`config.mk`:
```
export PLATFORM = sky130hd
export DESIGN_NAME = sys_arr_ctrl_flat
export DESIGN_NICKNAME = d
export VERILOG_FILES = /design/src/rtl/sys_arr_pkg.sv /design/src/rtl/sys_arr_ctrl_if.sv /design/src/rtl/sys_arr_skew.sv /design/src/rtl/sys_arr_ctrl.sv /design/src/flat_wrapper.sv
export SDC_FILE = /design/constraint.sdc
export NUM_CORES = 1
export LEC_CHECK = 0
export ABC_AREA = 1
export CORE_AREA = 4 4 190 192
export DETAILED_ROUTE_END_ITERATION = 7
export DIE_AREA = 0 0 194 196
export PLACE_DENSITY = 0.76
export SYNTH_ARGS = -nofsm -noshare
export SYNTH_HDL_FRONTEND = slang
export SYNTH_SLANG_ARGS = --single-unit
export TNS_END_PERCENT = 100
```
`constraint.sdc`:
```
create_clock -name clk -period 1.8 [get_ports clk]
set_input_delay 0.27 -clock clk [delete_from_list [all_inputs] [get_ports clk]]
set_output_delay 0.27 -clock clk [all_outputs]
set_load 0.1 [all_outputs]
```
`src/rtl/sys_arr_pkg.sv`:
```
// Shared types and constants for the systolic-array job controller.
package sys_arr_pkg;

  localparam int DATA_W = 8;
  localparam int ACC_W  = 16;

  typedef enum logic [2:0] {
    S_IDLE,
    S_CLEAR,
    S_FEED,
    S_CAPTURE,
    S_HOLD
  } ctrl_state_t;

  // Beats needed to push the last skewed operand pair into PE(M-1,M-1).
  function automatic int run_beats(input int m);
    return 3 * m - 2;
  endfunction

endpackage

```
`src/rtl/sys_arr_ctrl_if.sv`:
```
// Host and array side signals of the controller, bundled.
// slave: controller view; master: host plus array view.
interface sys_arr_ctrl_if
  import sys_arr_pkg::*;
#(
  parameter int M = 3
);

  logic                                 start;
  logic [M-1:0][M-1:0][DATA_W-1:0]      a_mat;
  logic [M-1:0][M-1:0][DATA_W-1:0]      b_mat;
  logic                                 busy;
  logic                                 arr_rst;
  logic                                 arr_vld_in;
  logic                                 arr_rdy_out;
  logic [M-1:0][DATA_W-1:0]             arr_a;
  logic [M-1:0][DATA_W-1:0]             arr_b;
  logic [M-1:0][M-1:0][ACC_W-1:0]       arr_c;
  logic [M-1:0][M-1:0][ACC_W-1:0]       res_c;
  logic                                 res_valid;
  logic                                 res_ready;

  modport slave (
    input  start, a_mat, b_mat, arr_c, res_ready,
    output busy, arr_rst, arr_vld_in, arr_rdy_out, arr_a, arr_b, res_c, res_valid
  );

  modport master (
    output start, a_mat, b_mat, arr_c, res_ready,
    input  busy, arr_rst, arr_vld_in, arr_rdy_out, arr_a, arr_b, res_c, res_valid
  );

endinterface

```
`src/rtl/sys_arr_skew.sv`:
```
// Diagonal skew mux: lane l carries A[l][t-l] and B[t-l][l] while feeding.
module sys_arr_skew
  import sys_arr_pkg::*;
#(
  parameter int M     = 3,
  parameter int CNT_W = 4
) (
  input  logic [M-1:0][M-1:0][DATA_W-1:0] a_r,
  input  logic [M-1:0][M-1:0][DATA_W-1:0] b_r,
  input  logic [CNT_W-1:0]                t,
  input  logic                            feed_en,
  output logic [M-1:0][DATA_W-1:0]        arr_a,
  output logic [M-1:0][DATA_W-1:0]        arr_b
);

  for (genvar l = 0; l < M; l++) begin : g_lane
    logic [DATA_W-1:0] a_l;
    logic [DATA_W-1:0] b_l;

    // Pick the k with t == l + k; lanes outside their window stay zero.
    always_comb begin
      a_l = '0;
      b_l = '0;
      for (int k = 0; k < M; k++) begin
        if (feed_en && (t == CNT_W'(l + k))) begin
          a_l = a_r[l][k];
          b_l = b_r[k][l];
        end
      end
    end

    assign arr_a[l] = a_l;
    assign arr_b[l] = b_l;
  end

endmodule

```
`src/rtl/sys_arr_ctrl.sv`:
```
// Job controller for the MxM systolic array: latch operands, clear,
// stream skewed operands, capture C, hold it for the host.
module sys_arr_ctrl
  import sys_arr_pkg::*;
#(
  parameter int M = 3
) (
  input  logic          clk,
  input  logic          rst_n,
  sys_arr_ctrl_if.slave bus
);

  localparam int RUN   = run_beats(M);
  localparam int CNT_W = $clog2(RUN) + 1;

  typedef logic [M-1:0][M-1:0][DATA_W-1:0] opmat_t;
  typedef logic [M-1:0][M-1:0][ACC_W-1:0]  accmat_t;

  ctrl_state_t      state_q, state_d;
  logic [CNT_W-1:0] t_q, t_d;
  opmat_t           a_q, a_d;
  opmat_t           b_q, b_d;
  accmat_t          res_c_q, res_c_d;
  logic             busy_q, busy_d;
  logic             arr_rst_q, arr_rst_d;
  logic             feed_q, feed_d;
  logic             res_valid_q, res_valid_d;

  // Next state; status outputs are decoded from the next state so they
  // come straight out of flops and line up with the state they describe.
  always_comb begin
    state_d = state_q;
    t_d     = t_q;
    a_d     = a_q;
    b_d     = b_q;
    res_c_d = res_c_q;
    unique case (state_q)
      S_IDLE: begin
        if (bus.start) begin
          a_d     = bus.a_mat;
          b_d     = bus.b_mat;
          state_d = S_CLEAR;
        end
      end
      S_CLEAR: begin
        t_d     = '0;
        state_d = S_FEED;
      end
      S_FEED: begin
        if (t_q == CNT_W'(RUN - 1)) begin
          t_d     = '0;
          state_d = S_CAPTURE;
        end else begin
          t_d = t_q + CNT_W'(1);
        end
      end
      S_CAPTURE: begin
        res_c_d = bus.arr_c;
        state_d = S_HOLD;
      end
      S_HOLD: begin
        // A start seen here is dropped: the handshake only returns to IDLE.
        if (bus.res_ready) state_d = S_IDLE;
      end
      default: state_d = S_IDLE;
    endcase
    busy_d      = (state_d != S_IDLE);
    arr_rst_d   = (state_d == S_CLEAR);
    feed_d      = (state_d == S_FEED);
    res_valid_d = (state_d == S_HOLD);
  end

  // State, counter, operand/result registers and registered outputs.
  // arr_rst resets high so the array is held clear until the first edge.
  always_ff @(posedge clk or negedge rst_n) begin
    if (!rst_n) begin
      state_q     <= S_IDLE;
      t_q         <= '0;
      a_q         <= '0;
      b_q         <= '0;
      res_c_q     <= '0;
      busy_q      <= 1'b0;
      arr_rst_q   <= 1'b1;
      feed_q      <= 1'b0;
      res_valid_q <= 1'b0;
    end else begin
      state_q     <= state_d;
      t_q         <= t_d;
      a_q         <= a_d;
      b_q         <= b_d;
      res_c_q     <= res_c_d;
      busy_q      <= busy_d;
      arr_rst_q   <= arr_rst_d;
      feed_q      <= feed_d;
      res_valid_q <= res_valid_d;
    end
  end

  sys_arr_skew #(
    .M     (M),
    .CNT_W (CNT_W)
  ) u_skew (
    .a_r     (a_q),
    .b_r     (b_q),
    .t       (t_q),
    .feed_en (feed_q),
    .arr_a   (bus.arr_a),
    .arr_b   (bus.arr_b)
  );

  assign bus.busy        = busy_q;
  assign bus.arr_rst     = arr_rst_q;
  assign bus.arr_vld_in  = feed_q;
  assign bus.arr_rdy_out = feed_q;
  assign bus.res_c       = res_c_q;
  assign bus.res_valid   = res_valid_q;

endmodule
```
`src/flat_wrapper.sv`:
```
// flat-port wrapper written by rule: the top's interface ports become plain ports
module sys_arr_ctrl_flat import sys_arr_pkg::*;
#(
  parameter int M = 3
)
  (clk, rst_n, bus_start, bus_a_mat, bus_b_mat, bus_arr_c, bus_res_ready, bus_busy, bus_arr_rst, bus_arr_vld_in, bus_arr_rdy_out, bus_arr_a, bus_arr_b, bus_res_c, bus_res_valid);
  sys_arr_ctrl_if #(.M(M)) bus_i ();
  input  logic clk;
  input  logic rst_n;
  input wire logic [$bits(bus_i.start)-1:0] bus_start;
  input wire logic [$bits(bus_i.a_mat)-1:0] bus_a_mat;
  input wire logic [$bits(bus_i.b_mat)-1:0] bus_b_mat;
  input wire logic [$bits(bus_i.arr_c)-1:0] bus_arr_c;
  input wire logic [$bits(bus_i.res_ready)-1:0] bus_res_ready;
  output wire logic [$bits(bus_i.busy)-1:0] bus_busy;
  output wire logic [$bits(bus_i.arr_rst)-1:0] bus_arr_rst;
  output wire logic [$bits(bus_i.arr_vld_in)-1:0] bus_arr_vld_in;
  output wire logic [$bits(bus_i.arr_rdy_out)-1:0] bus_arr_rdy_out;
  output wire logic [$bits(bus_i.arr_a)-1:0] bus_arr_a;
  output wire logic [$bits(bus_i.arr_b)-1:0] bus_arr_b;
  output wire logic [$bits(bus_i.res_c)-1:0] bus_res_c;
  output wire logic [$bits(bus_i.res_valid)-1:0] bus_res_valid;
  assign bus_i.start = bus_start;
  assign bus_i.a_mat = bus_a_mat;
  assign bus_i.b_mat = bus_b_mat;
  assign bus_i.arr_c = bus_arr_c;
  assign bus_i.res_ready = bus_res_ready;
  assign bus_busy = bus_i.busy;
  assign bus_arr_rst = bus_i.arr_rst;
  assign bus_arr_vld_in = bus_i.arr_vld_in;
  assign bus_arr_rdy_out = bus_i.arr_rdy_out;
  assign bus_arr_a = bus_i.arr_a;
  assign bus_arr_b = bus_i.arr_b;
  assign bus_res_c = bus_i.res_c;
  assign bus_res_valid = bus_i.res_valid;
  sys_arr_ctrl #(.M(M)) u_core (.clk(clk), .rst_n(rst_n), .bus(bus_i));
endmodule
```
## Word level (Yosys, flattened, before mapping)

Cells that the tools add are included.

| storage, ports and cells | value |
|---|---|
| register bits after elaboration | 299 |
| bits in latches | 0 |
| RAM bits | 0 |
| memory bits (read-only) | 0 |
| input port bits | 292 |
| logic and storage cells | 80 |
| memories | 0 |

| operators by class | value |
|---|---|
| add/subtract/negate cells | 1 |
| multiply operators | 0 |
| div/mod/pow operators | 0 |
| magnitude comparators | 0 |
| equal/unequal tests | 12 |
| shifts and indexed selects | 0 |
| muxes and demuxes | 24 |
| bitwise operators | 0 |
| reduce and logical (&&, ||, !) cells | 10 |

Operator list:

| kind | number |
|---|---|
| two-way mux 8 bit | 18 |
| case mux 3 bit (5 select lines) | 1 |
| equality test 3 x 2 -> 1 bit, second input constant | 3 |
| two-way mux 3 bit | 3 |
| equality test 4 x 2 -> 1 bit, second input constant | 2 |
| equality test 4 x 3 -> 1 bit, second input constant | 2 |
| case mux 4 bit (2 select lines) | 1 |
| equality test 3 x 1 -> 1 bit, second input constant | 2 |
| equality test 3 bit, second input constant | 2 |
| logical AND 1 bit | 5 |
| adder 4 x 1 -> 4 bit, second input constant | 1 |
| equality test 4 x 1 -> 1 bit, second input constant | 1 |
| logical NOT 4 bit | 1 |
| two-way mux 4 bit | 1 |
| logical NOT 3 bit | 1 |
| nonzero test 3 bit | 1 |
| AND reduction 2 bit | 1 |
| nonzero test 2 bit | 1 |

## Depth between registers and ports, before layout

| logic depth | value |
|---|---|
| depth in word-level cells | 5 |
| mapped depth | 8 |
| mapped depth without buffers | 6 |

## Hierarchy

A second synthesis with hierarchy kept.

| unflattened totals | value |
|---|---|
| cell total of the unflattened synthesis | 1523 |
| area, all modules | 12911.1 µm² |

By module, submodules not included:

| module | times used | cells an instance | area each (µm²) |
|---|---|---|---|
| sys_arr_ctrl | 1 | 1278 | 11507.3 |
| sys_arr_skew | 1 | 245 | 1403.8 |

## Least setup slack after synthesis

No wires, ideal clock.

| path | value |
|---|---|
| path type | register to output |
| start point | register u_core.feed_q, in the netlist u_core.bus.arr_rdy_out |
| end point | output port bus_arr_a[0] |
| arrival | 2.526 ns |
| data required time | 1.530 ns |
| setup slack | -0.996 ns |
| stages on the path, launching flop included | 6 |
| path buffers | 3 |
| path through | dfrtp_1 buf_2 buf_4 clkbuf_1 nand4_1 nand3_1 |

| on the way | value |
|---|---|
| cells in the longest elaborated chain, start to end | 4 |
| elaborated cells on any way between the ends | 6 |
| classes of those cells | mux (3); reduce/logical (3) |

Ends and longest elaborated chain:

| what | RTL line | source |
|---|---|---|
| start, declared | sys_arr_ctrl.sv:26 | `logic feed_q, feed_d;` |
| start signal, assigned | sys_arr_ctrl.sv:84 | `feed_q <= 1'b0;` |
| start signal, assigned | sys_arr_ctrl.sv:94 | `feed_q <= feed_d;` |
| logical AND 1 bit | sys_arr_skew.sv:25 | `if (feed_en && (t == CNT_W'(l + k))) begin` |
| two-way mux 8 bit (2 in a row) | sys_arr_skew.sv:25 |  |
| two-way mux 8 bit (*) | sys_arr_skew.sv:25 |  |
| end, declared | flat_wrapper.sv:19 | `output wire logic [$bits(bus_i.arr_a)-1:0] bus_arr_a;` |

Every way passes the cells marked *; elsewhere a longest branch is shown, timed or not.

## Final worst setup path

| path | value |
|---|---|
| start point | register u_core.t_q[1] |
| end point | output port bus_arr_b[11] |

| on the way | value |
|---|---|
| cells in the longest elaborated chain, start to end | 5 |
| elaborated cells on any way between the ends | 9 |
| classes of those cells | eq/ne (3); mux (3); reduce/logical (3) |

Ends and longest elaborated chain:

| what | RTL line | source |
|---|---|---|
| start, declared | sys_arr_ctrl.sv:20 | `logic [CNT_W-1:0] t_q, t_d;` |
| start signal, assigned | sys_arr_ctrl.sv:88 | `t_q <= t_d;` |
| equality test 4 x 1 -> 1 bit | sys_arr_skew.sv:25 |  |
| logical AND 1 bit | sys_arr_skew.sv:25 |  |
| two-way mux 8 bit (2 in a row) | sys_arr_skew.sv:25 |  |
| two-way mux 8 bit (*) | sys_arr_skew.sv:25 |  |
| end, declared | flat_wrapper.sv:20 | `output wire logic [$bits(bus_i.arr_b)-1:0] bus_arr_b;` |

Marks and branches as above.

==> reports/qor.csv <==
metric,value,unit
mux cell area share after synthesis,0,
"CTS clk-pin slew, worst paths",0.06,ns
CP Launch Type,register,
dpl cell area,20000,um2
fin worst setup slack,-0.446,ns
FILL cells,2640,
pre-CTS worst setup slack,-0.0348,ns
Mean Syn Cell Area,8.46,um2
GR Util All Layers,0.247,
drt wl/cell,19.9,um
maximum clock rate,0.445,GHz
ratio of cells with drive above 1 in the final layout,0.189,
Post-synth ARST share,1.00,
Sequential Area,7490,um2
number of distinct library cells after synthesis,18,
htree depth,2,
Post-synth top cells,"nand2_1, dfrtp_1, inv_1",
vias per cell,5.14,
fin crit share,1.25,
DR pass1 iterations,8,
Finished Cell Area,21700,um2
Finished Layout Cells,2484,
port buffer count,488,
"FF+latch count, synth",299,
Core ar.,34400,um2
synthesized cell area,12900,um2
synth warn,0,
Final Hold Viols,0,
final setup fails,48,
most frequent cell after synthesis,nand2_1,
area share of the largest cell type after synthesis,0.579,
synth top area cells,"dfrtp_1, nand2_1, nand4_1",
CTS tree,done,
die width,194,um
Final Max Tran Viols,0,
post-synthesis compound-gate area fraction,0.0560,
Inserted Clock Buffers,36,
synthesis-to-finish area growth,68.8,%
reg-to-reg endpoint,u_core.t_q[1],
Final #Nets,2294,
clock skew,0.0205,ns
die height,196,um
CP max FO,9,
Final Critical Period,2.25,ns
multi-input logic area,4870,um2
CTS Sinks,299,
DR iter-0 viols,876,
Slew @ Worst Pin,0.574,ns
worst reg2reg setup slack,0.25,ns
first-pass GRT wire length,74800,um
Vias,12760,
min-delay worst type,primary input to async pin,
critical path required time,1.53,ns
Syn Nets,1814,
GRT overflow,0,
Synth Area in Adders,0,
post-synthesis simple-gate area fraction,0.272,
HPWL reported at the end of detailed placement,33500,um
setup tns final,-19.22,ns
Setup CP Type,register to primary output,
"EDFF count, synth",0,
worst-skew pair later-pin latency,0.52,ns
Clock Path Buffers,3,
vias in the first global route,12958,
FF-to-FF Start,u_core.t_q[0],
R2R depth,8,
initial antenna violation count,7,
Die ar.,38000,um2
DRC,0,
Slew headroom,0.617,
Root Buffer,clkbuf_16,
Synth Area in XOR/XNOR,0,
io pins,489,
status,finished with violations,
Initial Util,0.374,
post-route ant nets,0,
max-cap viol count,0,
CP endpoint kind,primary output,
Mapped Cells,1522,
Total Routed Length,49500,um
register area share after synthesis,0.581,
RSZ-0062 raised after global routing,true,
Critical Path AT,1.98,ns
GP Congestion,0.907,
largest family of logic cells by synthesized area,simple AND/OR/NAND/NOR gates,
placed cells,2395,
failing checks,setup timing,
Post-synth top flop,dfrtp_1,
num rows,68,
post-synth top area cell,dfrtp_1,
pin count of the biggest net entering global routing,139,
critical path, cell delays in order, from the launching register on:
cell and delay, ns:
dfrtp_2 0.42, buf_6 0.13, nor2_4 0.09, buf_12 0.14, buf_12 0.14, nand4_1 0.20, nand3_4 0.15, buf_12 0.17
registers in the layout, summed over array words and instances, names as in the netlist:
register and count:
u_core.t_q 4, u_core.a_q 72, u_core.state_q 3, u_core.bus.res_valid 1, u_core.bus.res_c 144, u_core.bus.busy 1
u_core.bus.arr_rst 1, u_core.b_q 72, u_core.bus.arr_rdy_out 1
cell type report:
| cell class | instances | share of cell area |
|---|---|---|
| multi-input combinational | 958 | 0.224 |
| clock inverter | 10 | 0.00726 |
| timing repair buffer | 551 | 0.320 |
| antenna | 5 | 0.000576 |
| clock buffer | 50 | 0.0495 |
| inverter | 156 | 0.0271 |
| sequential | 299 | 0.345 |
| tap | 455 | 0.0262 |
per-layer routing:
layer,track usage,share of wire,up-vias
li1,-,-,5848
met1,0.287,0.35,6038
met2,0.421,0.50,731
met3,0.0783,0.10,137
met4,0.109,0.046,6
met5,0,0.00069,-
how the worst max path moves through the flow:
stage,slack [ns],cells after the start,startpoint,to
floorplan,-0.002,5,u_core.bus.arr_rdy_out,bus_arr_a[21]
global placement,0.02,6,u_core.t_q[0],bus_arr_b[11]
detailed placement,-0.03,6,u_core.t_q[0],bus_arr_b[11]
CTS,-0.48,6,u_core.t_q[2],bus_arr_a[2]
global route,-0.51,6,u_core.t_q[2],bus_arr_b[19]
finish,-0.45,7,u_core.t_q[1],bus_arr_b[11]
logic make-up after synthesis:
| group | count (synthesis) |
|---|---|
| AOI/OAI and AO/OA | 144 |
| buffers and inverters | 265 |
| DFF | 299 |
| and+or+nand+nor | 814 |
placed cells by master (no fill, tap or decap), types with 42 or more instances in the layout:
cell / count
inv_1: 151
nand4_1: 144
buf_4: 96
dfrtp_1: 295
nand3_4: 49
o21ai_0: 84
clkbuf_16: 42
buf_12: 145
clkdlybuf4s50_1: 290
nand2_1: 597
o21ai_1: 60
repair_timing:
action / CTS / global route
hold buffers: 1 / 0
cloned: 6 / 7
buffers inserted: 8 / 2
resized for setup: 13 / 3
pin swaps: 19 / 37
hold endpoints to repair: 36 / 0
setup endpoints to repair: 50 / 50
stage by stage:
step,util,hold slack (ns)
2_1_floorplan,-,-0.0256
3_3_place_gp,0.582,0.217
3_5_place_dp,0.582,0.218
4_1_cts,0.626,0.266
5_1_grt,0.632,0.282
6_report,0.632,0.265
Power is left out: the tool's default activity adds up to more than one toggle a clock period on the data nets, which glitch-free logic cannot reach.
